**config.mk**
```make
export PLATFORM = sky130hd
export DESIGN_NAME = div_iter_flat
export DESIGN_NICKNAME = d
export VERILOG_FILES = /design/src/rtl/div_iter_if.sv /design/src/rtl/div_iter.sv /design/src/flat_wrapper.sv
export SDC_FILE = /design/constraint.sdc
export NUM_CORES = 1
export LEC_CHECK = 0
export ABC_AREA = 1
export BUFFER_PORTS_ARGS = -buffer_cell sky130_fd_sc_hd__buf_4
export CAP_MARGIN = 0
export CORE_MARGIN = 1.5
export CORE_UTILIZATION = 45
export DETAILED_ROUTE_END_ITERATION = 16
export GPL_ROUTABILITY_DRIVEN = 0
export PLACE_DENSITY = 0.71
export SLEW_MARGIN = 10
export SYNTH_ARGS = -nofsm -noshare
export SYNTH_HDL_FRONTEND = slang
export SYNTH_SLANG_ARGS = --single-unit
```
**constraint.sdc**
```tcl
create_clock -name clk -period 5.5 [get_ports clk]
set_input_delay 0.275 -clock clk [delete_from_list [all_inputs] [get_ports clk]]
set_output_delay 0.275 -clock clk [all_outputs]
set_load 0.02 [all_outputs]
```
**src/rtl/div_iter_if.sv**
```systemverilog
`default_nettype none
// ============================================================================
// Module   : div_iter_if
// Brief    : start/ready divide handshake between hazard unit and divider.
// Revision : 1.0 - initial release
// ============================================================================
interface div_iter_if #(
  parameter int WIDTH = 32
);
  logic               start_i;
  logic               signed_div_i;
  logic [WIDTH-1:0]   opdata1_i;
  logic [WIDTH-1:0]   opdata2_i;
  logic               annul_i;
  logic [2*WIDTH-1:0] result_o;
  logic               ready_o;

  modport master (
    output start_i, signed_div_i, opdata1_i, opdata2_i, annul_i,
    input  result_o, ready_o
  );

  modport slave (
    input  start_i, signed_div_i, opdata1_i, opdata2_i, annul_i,
    output result_o, ready_o
  );
endinterface
`default_nettype wire

```
**src/rtl/div_iter.sv**
```systemverilog
`default_nettype none
// ============================================================================
// Module   : div_iter
// Brief    : radix-2 restoring divider, one quotient bit per cycle, {rem,quo}.
//            Optional zero-operand early-out via `define DIV_EARLY_OUT_EN.
// Revision : 1.0 - initial release
// ============================================================================
module div_iter #(
  parameter int WIDTH = 32
) (
  input wire        clk,
  input wire        rst,
  div_iter_if.slave bus
);

  localparam logic [1:0] c_IDLE = 2'd0;
  localparam logic [1:0] c_CALC = 2'd1;
  localparam logic [1:0] c_DONE = 2'd2;

  localparam logic [5:0] c_LAST_ITER = 6'(WIDTH - 1);

  logic [1:0]         r_state;
  logic [5:0]         r_counter;
  logic [WIDTH-1:0]   r_rem;
  logic [WIDTH-1:0]   r_quo;
  logic [WIDTH-1:0]   r_divisor;
  logic [WIDTH-1:0]   r_dividendRaw;
  logic               r_dividendNeg;
  logic               r_divisorNeg;
  logic [2*WIDTH-1:0] r_result;

  logic               w_dividendNeg;
  logic               w_divisorNeg;
  logic [WIDTH-1:0]   w_dividendAbs;
  logic [WIDTH-1:0]   w_divisorAbs;
  logic               w_nonNeg;
  logic [WIDTH-1:0]   w_diff;
  logic [WIDTH-1:0]   w_remNext;
  logic [WIDTH-1:0]   w_quoNext;
  logic [WIDTH-1:0]   w_remFix;
  logic [WIDTH-1:0]   w_quoFix;
  logic [2*WIDTH-1:0] w_final;

  assign w_dividendNeg = bus.signed_div_i & bus.opdata1_i[WIDTH-1];
  assign w_divisorNeg  = bus.signed_div_i & bus.opdata2_i[WIDTH-1];
  assign w_dividendAbs = w_dividendNeg ? -bus.opdata1_i : bus.opdata1_i;
  assign w_divisorAbs  = w_divisorNeg  ? -bus.opdata2_i : bus.opdata2_i;

  // Trial subtract on the shifted upper WIDTH+1 bits; when it succeeds the
  // difference is below the divisor, so WIDTH bits of it are exact.
  assign w_nonNeg  = {r_rem, r_quo[WIDTH-1]} >= {1'b0, r_divisor};
  assign w_diff    = {r_rem[WIDTH-2:0], r_quo[WIDTH-1]} - r_divisor;
  assign w_remNext = w_nonNeg ? w_diff : {r_rem[WIDTH-2:0], r_quo[WIDTH-1]};
  assign w_quoNext = {r_quo[WIDTH-2:0], w_nonNeg};

  // Sign flags are already masked by signed_div_i at accept time.
  assign w_quoFix = (r_dividendNeg ^ r_divisorNeg) ? -w_quoNext : w_quoNext;
  assign w_remFix = r_dividendNeg ? -w_remNext : w_remNext;
  assign w_final  = (r_divisor == '0) ? {r_dividendRaw, {WIDTH{1'b1}}}
                                      : {w_remFix, w_quoFix};

  always_ff @(posedge clk or posedge rst) begin
    if (rst) begin
      r_state       <= c_IDLE;
      r_counter     <= '0;
      r_rem         <= '0;
      r_quo         <= '0;
      r_divisor     <= '0;
      r_dividendRaw <= '0;
      r_dividendNeg <= 1'b0;
      r_divisorNeg  <= 1'b0;
      r_result      <= '0;
    end else begin
      case (r_state)
        c_IDLE: begin
          if (bus.start_i && !bus.annul_i) begin
            r_counter     <= '0;
            r_rem         <= '0;
            r_quo         <= w_dividendAbs;
            r_divisor     <= w_divisorAbs;
            r_dividendRaw <= bus.opdata1_i;
            r_dividendNeg <= w_dividendNeg;
            r_divisorNeg  <= w_divisorNeg;
`ifdef DIV_EARLY_OUT_EN
            if (bus.opdata2_i == '0) begin
              r_result <= {bus.opdata1_i, {WIDTH{1'b1}}};
              r_state  <= c_DONE;
            end else if (bus.opdata1_i == '0) begin
              r_result <= '0;
              r_state  <= c_DONE;
            end else begin
              r_state  <= c_CALC;
            end
`else
            r_state <= c_CALC;
`endif
          end
        end
        c_CALC: begin
          if (bus.annul_i) begin
            r_state   <= c_IDLE;
            r_counter <= '0;
          end else begin
            r_rem     <= w_remNext;
            r_quo     <= w_quoNext;
            r_counter <= r_counter + 6'd1;
            if (r_counter == c_LAST_ITER) begin
              r_result  <= w_final;
              r_counter <= '0;
              r_state   <= c_DONE;
            end
          end
        end
        c_DONE:  r_state <= c_IDLE;
        default: r_state <= c_IDLE;
      endcase
    end
  end

  assign bus.ready_o  = (r_state == c_DONE);
  assign bus.result_o = r_result;

endmodule
`default_nettype wire

```
**src/flat_wrapper.sv**
```systemverilog
// flat-port wrapper written by rule: the top's interface ports become plain ports
module div_iter_flat 
#(
  parameter int WIDTH = 32
)
  (clk, rst, bus_start_i, bus_signed_div_i, bus_opdata1_i, bus_opdata2_i, bus_annul_i, bus_result_o, bus_ready_o);
  div_iter_if #(.WIDTH(WIDTH)) bus_i ();
  input wire clk;
  input wire rst;
  input wire logic [$bits(bus_i.start_i)-1:0] bus_start_i;
  input wire logic [$bits(bus_i.signed_div_i)-1:0] bus_signed_div_i;
  input wire logic [$bits(bus_i.opdata1_i)-1:0] bus_opdata1_i;
  input wire logic [$bits(bus_i.opdata2_i)-1:0] bus_opdata2_i;
  input wire logic [$bits(bus_i.annul_i)-1:0] bus_annul_i;
  output wire logic [$bits(bus_i.result_o)-1:0] bus_result_o;
  output wire logic [$bits(bus_i.ready_o)-1:0] bus_ready_o;
  assign bus_i.start_i = bus_start_i;
  assign bus_i.signed_div_i = bus_signed_div_i;
  assign bus_i.opdata1_i = bus_opdata1_i;
  assign bus_i.opdata2_i = bus_opdata2_i;
  assign bus_i.annul_i = bus_annul_i;
  assign bus_result_o = bus_i.result_o;
  assign bus_ready_o = bus_i.ready_o;
  div_iter #(.WIDTH(WIDTH)) u_core (.clk(clk), .rst(rst), .bus(bus_i));
endmodule
```
Word-level counts from Yosys, hierarchy flattened

Cells that the tools add are included.

Add/sub/neg operators: 6
Magnitude comparators: 1
Equal/unequal tests: 6
Multiplexer cells: 20
Bitwise operators: 4
Reduce and logical (&&, ||, !) cells: 10

Operator list:

| cell                | count |
|---|---|
| $mux 32             | 9 |
| $neg 32->32         | 4 |
| $pmux 32 s2         | 2 |
| $mux 64             | 1 |
| $ge 33x32->1        | 1 |
| $logic_not 32->1    | 1 |
| $sub 32x32->32      | 1 |
| $mux 6              | 3 |
| $pmux 6 s2          | 1 |
| $add 6x1->6 const B | 1 |
| $eq 6x5->1 const B  | 1 |
| $mux 2              | 3 |
| $reduce_and 2->1    | 3 |
| $reduce_and 3->1    | 2 |
| $pmux 2 s2          | 1 |
| $ne 3x2->1 const B  | 1 |
| $and 1x1->1         | 2 |
| $eq 2x1->1 const B  | 1 |
| $eq 2x2->1 const B  | 1 |
| $logic_not 2->1     | 1 |
| $ne 2x1->1 const B  | 1 |
| $ne 2x2->1 const B  | 1 |
| $reduce_bool 2->1   | 1 |
| $logic_and 1x1->1   | 1 |
| 3 further kinds     | 3 |

Register bits after elaboration: 202
Output and inout port bits: 65
Logic and storage cells: 56

Logic depth before layout (Yosys ltp)

Gate-level depths: netlist of the first run.

Depth in word-level cells: 5
Gate-level depth with buffers: 33
Depth with buffers taken out: 32

Worst setup path before layout of the first run

No wires, ideal clock.

Path type: register to register
Start point: register u_core.r_divisor[22]
End point: register u_core.r_result[28], in the netlist u_core.bus.result_o[28]
Setup time: 118 ps
Data arrival time: 3,392 ps
Data required time: 5,382 ps
Path slack: 1,991 ps
Stages on the path, launching flop included: 33
Buffers on the path: 1
Clock period less this slack: 3,509 ps
Path through: dfrtp_1 inv_1 ha_1 nand2_1 inv_2 nand2_2 inv_2 nand2_1 nand2_1 inv_2 nor2_1 nor2_4 nand2_4 buf_6 inv_2 ha_1 nand2_1 nor2_1 inv_1 nor2_1 nand2_1 nor2_1 nand3_1 nor2_1 nand2_1 nor2_1 inv_1 nor2_1 a31oi_1 nor2_1 o21ai_0 o21bai_1 inv_1

Longest elaborated chain between the ends: 4
Elaborated cells on any way between the ends: 5

Ends and longest elaborated chain:

| item                   | RTL line        | source |
|---|---|---|
| from (decl)            | div_iter.sv:26  | `logic [WIDTH-1:0] r_divisor;` |
| from (signal assigned) | div_iter.sv:80  | `r_divisor <= w_divisorAbs;` |
| $ge 33x32->1           | div_iter.sv:51  | `assign w_nonNeg = {r_rem, r_quo[WIDTH-1]} >= {1'b0, r_divisor};` |
| $neg 32->32            | div_iter.sv:57  | `assign w_quoFix = (r_dividendNeg ^ r_divisorNeg) ? -w_quoNext : w_quoNext;` |
| $mux 32                | div_iter.sv:57  |  |
| $mux 64 *              | div_iter.sv:59  | `assign w_final = (r_divisor == '0) ? {r_dividendRaw, {WIDTH{1'b1}}}` |
| to (signal assigned)   | div_iter.sv:108 | `r_result <= w_final;` |
| to (decl)              | div_iter.sv:30  | `logic [2*WIDTH-1:0] r_result;` |

Mark *: on every way between the ends. The rest lies on a longest branch, timed or not.
A chain may end at the register's enable or synchronous reset.

Worst setup path in the final report of the first run

Start point: register u_core.r_divisor[6]
End point: register u_core.r_result[28], in the netlist u_core.bus.result_o[28]

Same word-level chain as after synthesis.

==> results of run 1 <==
==> layer usage <==
layer  share of wire [%]  track usage [%]
met5                   0                0
met4                 3.9             11.2
met3                 8.6             4.49
met2                  43             42.6
met1                  44             39.4
==> timing repair <==
item,4_1_cts,5_1_grt
hold buffers,1,0
hold endpoints to repair,1,0
gates resized for setup,0,0
==> per-stage QoR <==
stage	utilization (%)	std cells
detailed placement	49.8	2674
finish	52.2	2712
floorplan	-	2196
CTS	52.2	2712
global placement	49.8	2674
global route	52.2	2712
==> worst max-delay path, delay by kind of cell (launching register included) <==
family          cells  cell delay (ns)
compound gates      3             0.39
buf+inv             6             0.51
flops               1             0.36
simple gates       20             2.29
fa+ha+maj           2             0.59
==> registers in the layout, indices dropped and copies added (netlist names) <==
| name | count |
|---|---|
| u_core.r_divisorNeg | 1 |
| u_core.r_dividendRaw | 32 |
| u_core.r_state | 2 |
| u_core.r_rem | 32 |
| u_core.bus.result_o | 64 |
| u_core.r_quo | 32 |
| u_core.r_counter | 6 |
| u_core.r_dividendNeg | 1 |
| u_core.r_divisor | 32 |
==> layout make-up <==
| cell class | count | area, µm² |
|---|---|---|
| multi-input cells | 1611 | 7850 |
| repair buffers | 149 | 1130 |
| clock inverters | 6 | 109 |
| clock buffers | 31 | 636 |
| inverters | 311 | 1170 |
| flip-flops and latches | 202 | 5050 |
| well taps | 402 | 503 |
| fillers | 3136 | 15100 |
==> power by group through the flow <==
stage          registers, µW  clock network [µW]  logic [µW]
2_1_floorplan           1980                   0        3920
3_3_place_gp            2050                   0        5120
3_5_place_dp            2060                   0        5190
4_1_cts                 2040                1580        5220
5_1_grt                 2080                1630        5900
6_report                2050                1560        5350
==> cell usage in the layout (no fill, tap or decap), types with 10 or more instances in the layout <==
cell type	instances
buf_4	147
dfrtp_1	202
inv_1	293
a31oi_1	10
nand2_1	666
inv_2	13
a21oi_1	106
o21ai_1	17
nand3_1	122
nor2_2	10
xor2_1	53
nor4_1	11
o22ai_1	14
nor3_1	19
nand4_1	20
or2_2	11
ha_1	37
nand2_2	24
nor2_1	218
o21ai_0	195
o211ai_1	19
clkbuf_16	23
==> cell families after synthesis <==
group / synth area share [%]
compound gates: 14.1
simple gates: 33.2
xor+xnor: 3.77
buf+inv: 10.4
fa+ha+maj: 3.36
flops: 35.1
==> path summary, 6_finish.rpt <==
| check | end |
|---|---|
| max in group asynchronous | u_core.r_divisor[31]$_DFFE_PP0P_ |
| min in group clk | u_core.r_dividendRaw[7]$_DFFE_PP0P_ |
| max | u_core.bus.result_o[28]$_DFFE_PP0P_ |
| min reg2reg | u_core.bus.result_o[48]$_DFFE_PP0P_ |
| min | u_core.bus.result_o[50]$_DFFE_PP0P_ |
| max reg2reg | u_core.bus.result_o[28]$_DFFE_PP0P_ |
==> run_results.csv, run 1 <==
group,metric,value,unit
floorplanning,io_pins,134,
place,io_buffers,133,
sta,clock_skew,0.0119,ns
sta,setup_viol,0,
routing,drtIter0Drc,1489,
hold_path,hold_path_class,"input pin to async pin",
pwr,p_leak,0.00869,µW
cts,cts-root-buf,"clkbuf_16",
routing,wl,45900,µm
synth,synth_edf_count,0,
pwr,vdd_drop_max,276,µV
synth,synth_top_area_cell,"dfrtp_1",
sta,maxSlewHeadroom,23.5,%
worst_setup_path,cp-startpoint,"u_core.r_divisor[6]$_DFFE_PP0P_",
synth,syn-num-nets,2303,
worst_setup_path,cp-end-kind,"register",
place,dp_slack,1.37,ns
outcome,failed_checks,"negative hold slack",
cts,clock-sinks,202,
synth,synthTopCellsByArea,"dfrtp_1 (35%), nand2_1 (17%), inv_1 (7.7%)",
final_layout,fin_nets,2405,
cts,cts_buffers,23,
job,maxCapViolations,0,
floorplanning,die_area,33100,µm²
sta,hold_violations,15,
sta,timing.hold.ws,-0.0509,ns
sta,max_freq,235,MHz
cts,ctsLongestPathBuffers,3,
sta,fin_crit_sh,77.5,%
final_layout,final_cell_area,16500,µm²
routing,via_per_inst,5.49,
floorplanning,die_h,182,µm
floorplanning,start_util,45.6,%
global_route,antenna_found_initial,0,
synth,synth_cell_types,46,
worst_setup_path,rr_startpoint,"u_core.r_divisor[6]$_DFFE_PP0P_",
sta,rsz0062_at_grt,"false",
pwr,power_density,544,nW/µm²
global_route,grt_usage,27.9,%
worst_setup_path,crit_path_max_fanout,23,
cts,postCtsSetupBuffers,0,
synth,yosysSeqAreaShare,35.1,%
routing,first_pass_iters,6,
floorplanning,core_area,31600,µm²
cts,cts.reportedPaths.clkPinSlew,0.06,ns
worst_setup_path,cpMaxStageDelayCell,"dfrtp_1",
synth,synth_warnings,0,
worst_setup_path,r2r_cells,31,
routing,dr_total_vias,14890,
sta,worst_slack,1.24,ns
worst_setup_path,cp.required,5.91,ns
worst_setup_path,rrSetupSlack,1.24,ns
worst_setup_path,path_class,"register to register",
cts,clk_latency,0.52,ns
outcome,outcome,"finished with violations",
pwr,pwr-share-comb,59.7,%
worst_setup_path,crit_path_max_incr_delay,0.36,ns
synth,synth_top_area_share,35.1,%
pwr,cell_internal_pwr,4280,µW
place,place.detailed.hpwl,35100,µm
cts,htreeDepth,1,
synth,synthArstFlopShare,100,%
pwr,p_sw,4670,µW
synth,synth_area,14400,µm²
synth,synth_most_common_cell,"nand2_1",
sta,fin_setup_tns,0,ns
synth,ys_dominant_reg_cell,"dfrtp_1",
floorplanning,rows,65,
sta,finalMaxSlewViolations,0,
routing,drc_errors,0,
synth,synth_common_cells,"nand2_1 (666), inv_1 (294), nor2_1 (220)",
sta,worstMarginPinSlew,1.15,ns
routing,wl_per_cell,16.9,µm
worst_setup_path,startpoint_type,"register",
final_layout,drive_above_1_share,11.3,%
final_layout,n_antenna_cell,0,
cts,tritoncts,"built",
worst_setup_path,cp.arrival,4.67,ns
synth,syn_avg_cell_area,6.55,µm²
sta,fin_crit,4.26,ns
synth,synth-seq-cells,202,
pwr,p_sw_share,52.2,%
pwr,power_frac_clock,17.4,%
pwr,p_total,8950,µW
global_route,grt_overflow_total,0,
global_route,grt_max_degree,138,
floorplanning,die_x,182,µm
routing,antenna_left,0,
synth,netlist_instances,2196,
pwr,pwr-share-seq,22.9,%
final_layout,area_growth_syn_to_layout,14.4,%
place,placed_area,15700,µm²
global_route,grt_pass1_vias,14100,
global_route,grt_pass1_wl,74100,µm
No activity file was read; power rests on OpenSTA's default activity.
==> run 2, diff against run 1 <==
==> constraint.sdc (replaced) <==
create_clock -name clk -period 3.9 [get_ports clk]
set_input_delay 0.195 -clock clk [delete_from_list [all_inputs] [get_ports clk]]
set_output_delay 0.195 -clock clk [all_outputs]
set_load 0.02 [all_outputs]
==> run 2 against run 1 <==
The flow now finishes without violations. Register-to-register slack worse by 1.1 ns. Non-clock buffer count up 62. Total power up 49%.
==> run_results.csv, run 2 (synthesized netlist as in run 1, its figures left out) <==
group,metric,value,unit
outcome,outcome,"completed",
final_layout,largest_reg_flops,64,
worst_setup_path,cp-end-kind,"register",
final_layout,n_antenna_cell,0,
routing,first_pass_iters,5,
global_route,grt_usage,28.5,%
pwr,power_density,762,nW/µm²
final_layout,fin_cells,2779,
floorplanning,die_h,182,µm
cts,ctsLongestPathBuffers,3,
global_route,antenna_found_initial,0,
place,io_buffers,133,
worst_setup_path,rr_startpoint,"u_core.r_divisor[2]$_DFFE_PP0P_",
routing,wl,47600,µm
routing,wl_per_cell,17.1,µm
worst_setup_path,startpoint_type,"register",
pwr,vdd_drop_max,467,µV
pwr,p_leak,0.00898,µW
sta,finalMaxSlewViolations,0,
floorplanning,start_util,45.6,%
worst_setup_path,crit_path_max_incr_delay,0.41,ns
final_layout,most-common-layout-cells,"nand2_1 (659), inv_1 (288), nor2_1 (212)",
sta,max_freq,269,MHz
hold_path,hold_path_class,"input pin to register",
floorplanning,io_pins,134,
worst_setup_path,cp-endpoint,"u_core.bus.result_o[28]$_DFFE_PP0P_",
sta,fin_crit_sh,95.3,%
floorplanning,die_area,33100,µm²
global_route,grt_overflow_total,0,
routing,antenna_left,0,
worst_setup_path,cpMaxStageDelayCell,"dfrtp_1",
worst_setup_path,r2r_cells,31,
routing,via_per_inst,5.47,
final_layout,drive_above_1_share,14.3,%
worst_setup_path,cp.required,4.32,ns
cts,cts-root-buf,"clkbuf_16",
cts,cts.reportedPaths.clkPinSlew,0.06,ns
worst_setup_path,crit_path_max_fanout,6,
floorplanning,core_area,31600,µm²
cts,htreeDepth,1,
sta,maxSlewHeadroom,28.6,%
job,maxCapViolations,0,
place,dp.cells,2684,
cts,tritoncts,"built",
worst_setup_path,cp.arrival,4.14,ns
sta,clock_skew,0.0243,ns
cts,clk_latency,0.55,ns
final_layout,fin_nets,2467,
global_route,grt_max_degree,104,
sta,hold_violations,0,
final_layout,area_growth_syn_to_layout,21.4,%
hold_path,hp-start,"bus_opdata2_i[19]",
routing,drtIter0Drc,1649,
place,place.detailed.hpwl,35100,µm
sta,setup_viol,0,
global_route,grt_pass1_vias,14203,
worst_setup_path,cpMostUsedCell,"nand2_1",
sta,fin_setup_tns,0,ns
final_layout,final_common_cell,"nand2_1",
worst_setup_path,rr_endpoint,"u_core.bus.result_o[28]$_DFFE_PP0P_",
routing,drc_errors,0,
routing,dr_total_vias,15209,
sta,fin_crit,3.72,ns
worst_setup_path,rrSetupSlack,0.18,ns
cts,cts_buffers,23,
worst_setup_path,cp-startpoint,"u_core.r_divisor[2]$_DFFE_PP0P_",
worst_setup_path,path_class,"register to register",
cts,clock-sinks,202,
sta,worstMarginPinSlew,1.07,ns
floorplanning,rows,65,
global_route,grt_pass1_wl,75200,µm
floorplanning,die_x,182,µm
## run 2: cell count changes in the layout (fill, tap and decap cells not counted), sizes merged
cell / previous run / this run
buf: 148 / 169
dlygate4sd3: 1 / 42
clkbuf: 31 / 28
clkinv: 6 / 11
clkinvlp: 1 / 4
## run 2: worst min path at each step
stage	cells after the start	endpoint	slack [ns]
global placement	2	u_core.bus.result_o[50]$_DFFE_PP0P_	0.11
finish	3	u_core.r_divisor[19]$_DFFE_PP0P_	0.01
floorplan	2	u_core.r_dividendRaw[22]$_DFFE_PP0P_	0.31
detailed placement	2	u_core.bus.result_o[50]$_DFFE_PP0P_	0.11
CTS	4	u_core.r_divisor[29]$_DFFE_PP0P_	0.004
global route	3	u_core.r_divisor[15]$_DFFE_PP0P_	0.02
## run 2: where the power goes
part	total (µW)	switching [µW]	leakage, µW	internal [µW]
combinational	8070	5490	0.00601	2590
clock	2320	967	0.000388	1350
sequential	2920	432	0.00258	2490
total	13300	6890	0.00898	6430
## run 2: worst max-delay path: cells and delay by family (launching register included)
kind            cells  cell delay [ns]
fa+ha+maj           2             0.45
compound gates      3             0.35
simple gates       21             2.02
buf+inv             5             0.37
flops               1             0.41
## run 2: what timing repair did
action,in CTS,in global routing
hold buffers,42,0
setup buffers,0,11
endpoints found under the setup margin,0,22
hold endpoints to repair,245,0
gates resized for setup,0,60
## run 2: area by class of cell
| type | count | area [µm²] |
|---|---|---|
| clock buffers | 28 | 624 |
| clock inverters | 14 | 175 |
| fillers | 3009 | 14100 |
| inverters | 311 | 1170 |
| multi-input cells | 1611 | 8210 |
| flip-flops and latches | 202 | 5050 |
| well taps | 402 | 503 |
| repair buffers | 211 | 1720 |
## run 2: metrics by stage
step	worst slack, ns	instance area [µm²]	hold WS, ns	utilization, %	power (µW)
after global placement	0.104	15800	0.110	50.0	10200
final	0.182	17500	0.0113	55.3	13300
after detailed placement	0.0748	15800	0.110	50.0	10300
after floorplan	0.391	14400	0.312	-	8310
after global routing	-0.0617	17500	0.0249	55.3	14300
after CTS	0.0300	17000	0.00359	53.9	12700
## run 2: layer usage
layer / track usage (%) / vias up / wire length, µm
li1: - / 7314 / -
met1: 39.3 / 7059 / 20600
met2: 43.6 / 705 / 20600
met3: 4.53 / 131 / 4090
met4: 13.6 / 0 / 2340
met5: 0 / - / 0
==> run 3, diff against run 2 <==
--- a/config.mk
+++ b/config.mk
@@ -6,8 +6,9 @@
 export NUM_CORES = 1
 export LEC_CHECK = 0
 export ABC_AREA = 1
-export BUFFER_PORTS_ARGS = -buffer_cell sky130_fd_sc_hd__buf_4
+export BUFFER_PORTS_ARGS = -buffer_cell sky130_fd_sc_hd__buf_2
 export CAP_MARGIN = 0
+export CORE_ASPECT_RATIO = 2
 export CORE_MARGIN = 1.5
 export CORE_UTILIZATION = 45
 export DETAILED_ROUTE_END_ITERATION = 16
==> run 3 against run 2 <==
Sequential power about the same. Die area up 0.20%. Clock skew fell by 0.0039 ns. Final area shrank 3.8%. Non-clock buffer count shrank 4. Largest power group unchanged.
==> run_results.csv, run 3 (synthesized netlist as in run 1, its figures left out) <==
group,metric,value,unit
pwr,p_leak,0.00885,µW
cts,cts.reportedPaths.clkPinSlew,0.07,ns
cts,clock-sinks,202,
floorplanning,io_pins,134,
global_route,grt_use_met3,3.91,%
sta,fin_crit,3.71,ns
floorplanning,start_util,45.6,%
final_layout,area_growth_syn_to_layout,16.8,%
final_layout,fin_nets,2461,
sta,rsz0062_at_grt,"true",
floorplanning,die_x,129,µm
place,dp.cells,2726,
routing,via_per_inst,5.38,
final_layout,final_cell_area,16800,µm²
global_route,grt_overflow_total,0,
sta,hold_violations,0,
worst_setup_path,startpoint_type,"register",
sta,max_freq,270,MHz
worst_setup_path,cp-end-kind,"register",
final_layout,fin_cells,2793,
hold_path,hp-start,"bus_opdata2_i[8]",
pwr,vdd_drop_max,526,µV
floorplanning,rows,92,
sta,clock_skew,0.0204,ns
routing,drtIter0Drc,963,
place,io_buffers,133,
floorplanning,die_h,256,µm
worst_setup_path,r2r_cells,21,
routing,dr_total_vias,15024,
worst_setup_path,cp.arrival,4.12,ns
sta,setup_viol,0,
sta,maxSlewHeadroom,11.2,%
final_layout,final_common_cell,"nand2_1",
cts,clk_latency,0.52,ns
job,maxCapViolations,0,
global_route,grt_usage,31.0,%
final_layout,fillers,3179,
hold_path,hold_path_class,"input pin to register",
final_layout,largest_reg_flops,64,
cts,tritoncts,"built",
hold_path,hold_depth,3,
worst_setup_path,rr_startpoint,"u_core.r_quo[31]$_DFFE_PP0P_",
cts,ctsLongestPathBuffers,3,
worst_setup_path,cp.required,4.31,ns
final_layout,drive_above_1_share,13.6,%
floorplanning,core_area,31500,µm²
worst_setup_path,rrSetupSlack,0.19,ns
sta,finalMaxSlewViolations,0,
pwr,power_density,771,nW/µm²
global_route,antenna_found_initial,2,
hold_path,whs_endpoint,"u_core.r_divisor[8]$_DFFE_PP0P_",
outcome,outcome,"completed",
cts,cts_buffers,21,
routing,first_pass_iters,5,
global_route,use_met1,28.8,%
sta,worstMarginPinSlew,1.32,ns
routing,drc_errors,0,
floorplanning,die_area,33100,µm²
place,placed_area,15600,µm²
global_route,grt_pass1_vias,15169,
place,place.detailed.hpwl,39000,µm
final_layout,fin_util,53.3,%
global_route,grt_pass1_wl,78800,µm
routing,wl_per_cell,18.1,µm
final_layout,most-common-layout-cells,"nand2_1 (663), inv_1 (293), nor2_1 (213)",
worst_setup_path,crit_path_max_fanout,5,
worst_setup_path,path_class,"register to register",
cts,htreeDepth,1,
sta,fin_crit_sh,95.1,%
global_route,grt_max_degree,168,
cts,cts-root-buf,"clkbuf_16",
global_route,gr-max-usage-layer,"met2",
routing,antenna_left,0,
global_route,grt_use_met2,57.1,%
worst_setup_path,rr_endpoint,"u_core.bus.result_o[63]$_DFFE_PP0P_",
routing,wl,50600,µm
-- run 3: layout make-up --
| cell class | count | area (µm²) | area share, % |
|---|---|---|---|
| antenna | 2 | 5.00 | 0.0298 |
| timing repair buffer | 207 | 1300 | 7.73 |
| tap | 423 | 529 | 3.15 |
| inverter | 311 | 1170 | 6.97 |
| multi-input combinational | 1611 | 8040 | 47.9 |
| clock buffer | 30 | 629 | 3.75 |
| sequential | 202 | 5050 | 30.1 |
| clock inverter | 7 | 73.8 | 0.439 |
-- run 3: per-layer routing --
metal  up-vias  part of all wire, %
met5         -                    0
met4         0                   11
met3       245                  4.6
met2       543                   53
met1      6941                   32
li1       7295                    -
-- run 3: critical path: stages (launching register included) --
cell,delay [ns]
dfrtp_1,0.42
inv_1,0.17
ha_1,0.17
inv_1,0.08
fa_1,0.46
nand3_1,0.13
nand3_1,0.18
nand3_1,0.13
nand3_1,0.23
xor2_1,0.24
nand2_1,0.09
nand2_1,0.14
nor2_1,0.22
nand2_1,0.15
nor2_2,0.22
nand2_2,0.10
nand2_2,0.10
nand2_1,0.07
nand2_1,0.05
nand3_1,0.07
nand2_1,0.13
nand2_1,0.06
-- run 3: how the worst max path moves through the flow --
stage	endpoint	cells past startpoint	slack (ns)	start
after floorplan	u_core.bus.result_o[28]$_DFFE_PP0P_	32	0.39	u_core.r_divisor[22]$_DFFE_PP0P_
after detailed placement	u_core.bus.result_o[28]$_DFFE_PP0P_	29	0.07	u_core.r_divisor[11]$_DFFE_PP0P_
after global placement	u_core.bus.result_o[28]$_DFFE_PP0P_	29	0.05	u_core.r_divisor[11]$_DFFE_PP0P_
after global routing	u_core.bus.result_o[28]$_DFFE_PP0P_	31	-0.10	u_core.r_divisor[18]$_DFFE_PP0P_
after CTS	u_core.bus.result_o[28]$_DFFE_PP0P_	29	0.06	u_core.r_divisor[11]$_DFFE_PP0P_
final	u_core.bus.result_o[63]$_DFFE_PP0P_	21	0.19	u_core.r_quo[31]$_DFFE_PP0P_
-- run 3: power by group --
| group | switching (µW) | internal [µW] | total (µW) | leakage [µW] |
|---|---|---|---|---|
| Sequential | 405 | 2490 | 2890 | 0.00258 |
| Combinational | 5490 | 2480 | 7970 | 0.00593 |
| Clock | 901 | 1190 | 2100 | 0.000346 |
-- run 3: per-stage QoR --
step	power [µW]	setup slack, ns	hold slack, ns	setup TNS [ns]
floorplan	8310	0.391	0.312	0
global placement	10300	0.0507	0.409	0
detailed placement	10400	0.0664	0.407	0
CTS	12600	0.0619	0.00507	0
global route	13900	-0.105	0.0243	-0.380
finish	13000	0.190	0.0103	0
-- run 3: repair_timing --
action,in CTS,in global routing
endpoints found under the setup margin,0,17
resized for setup,0,27
setup buffers,0,2
hold endpoints to repair,61,0
hold buffers,26,0
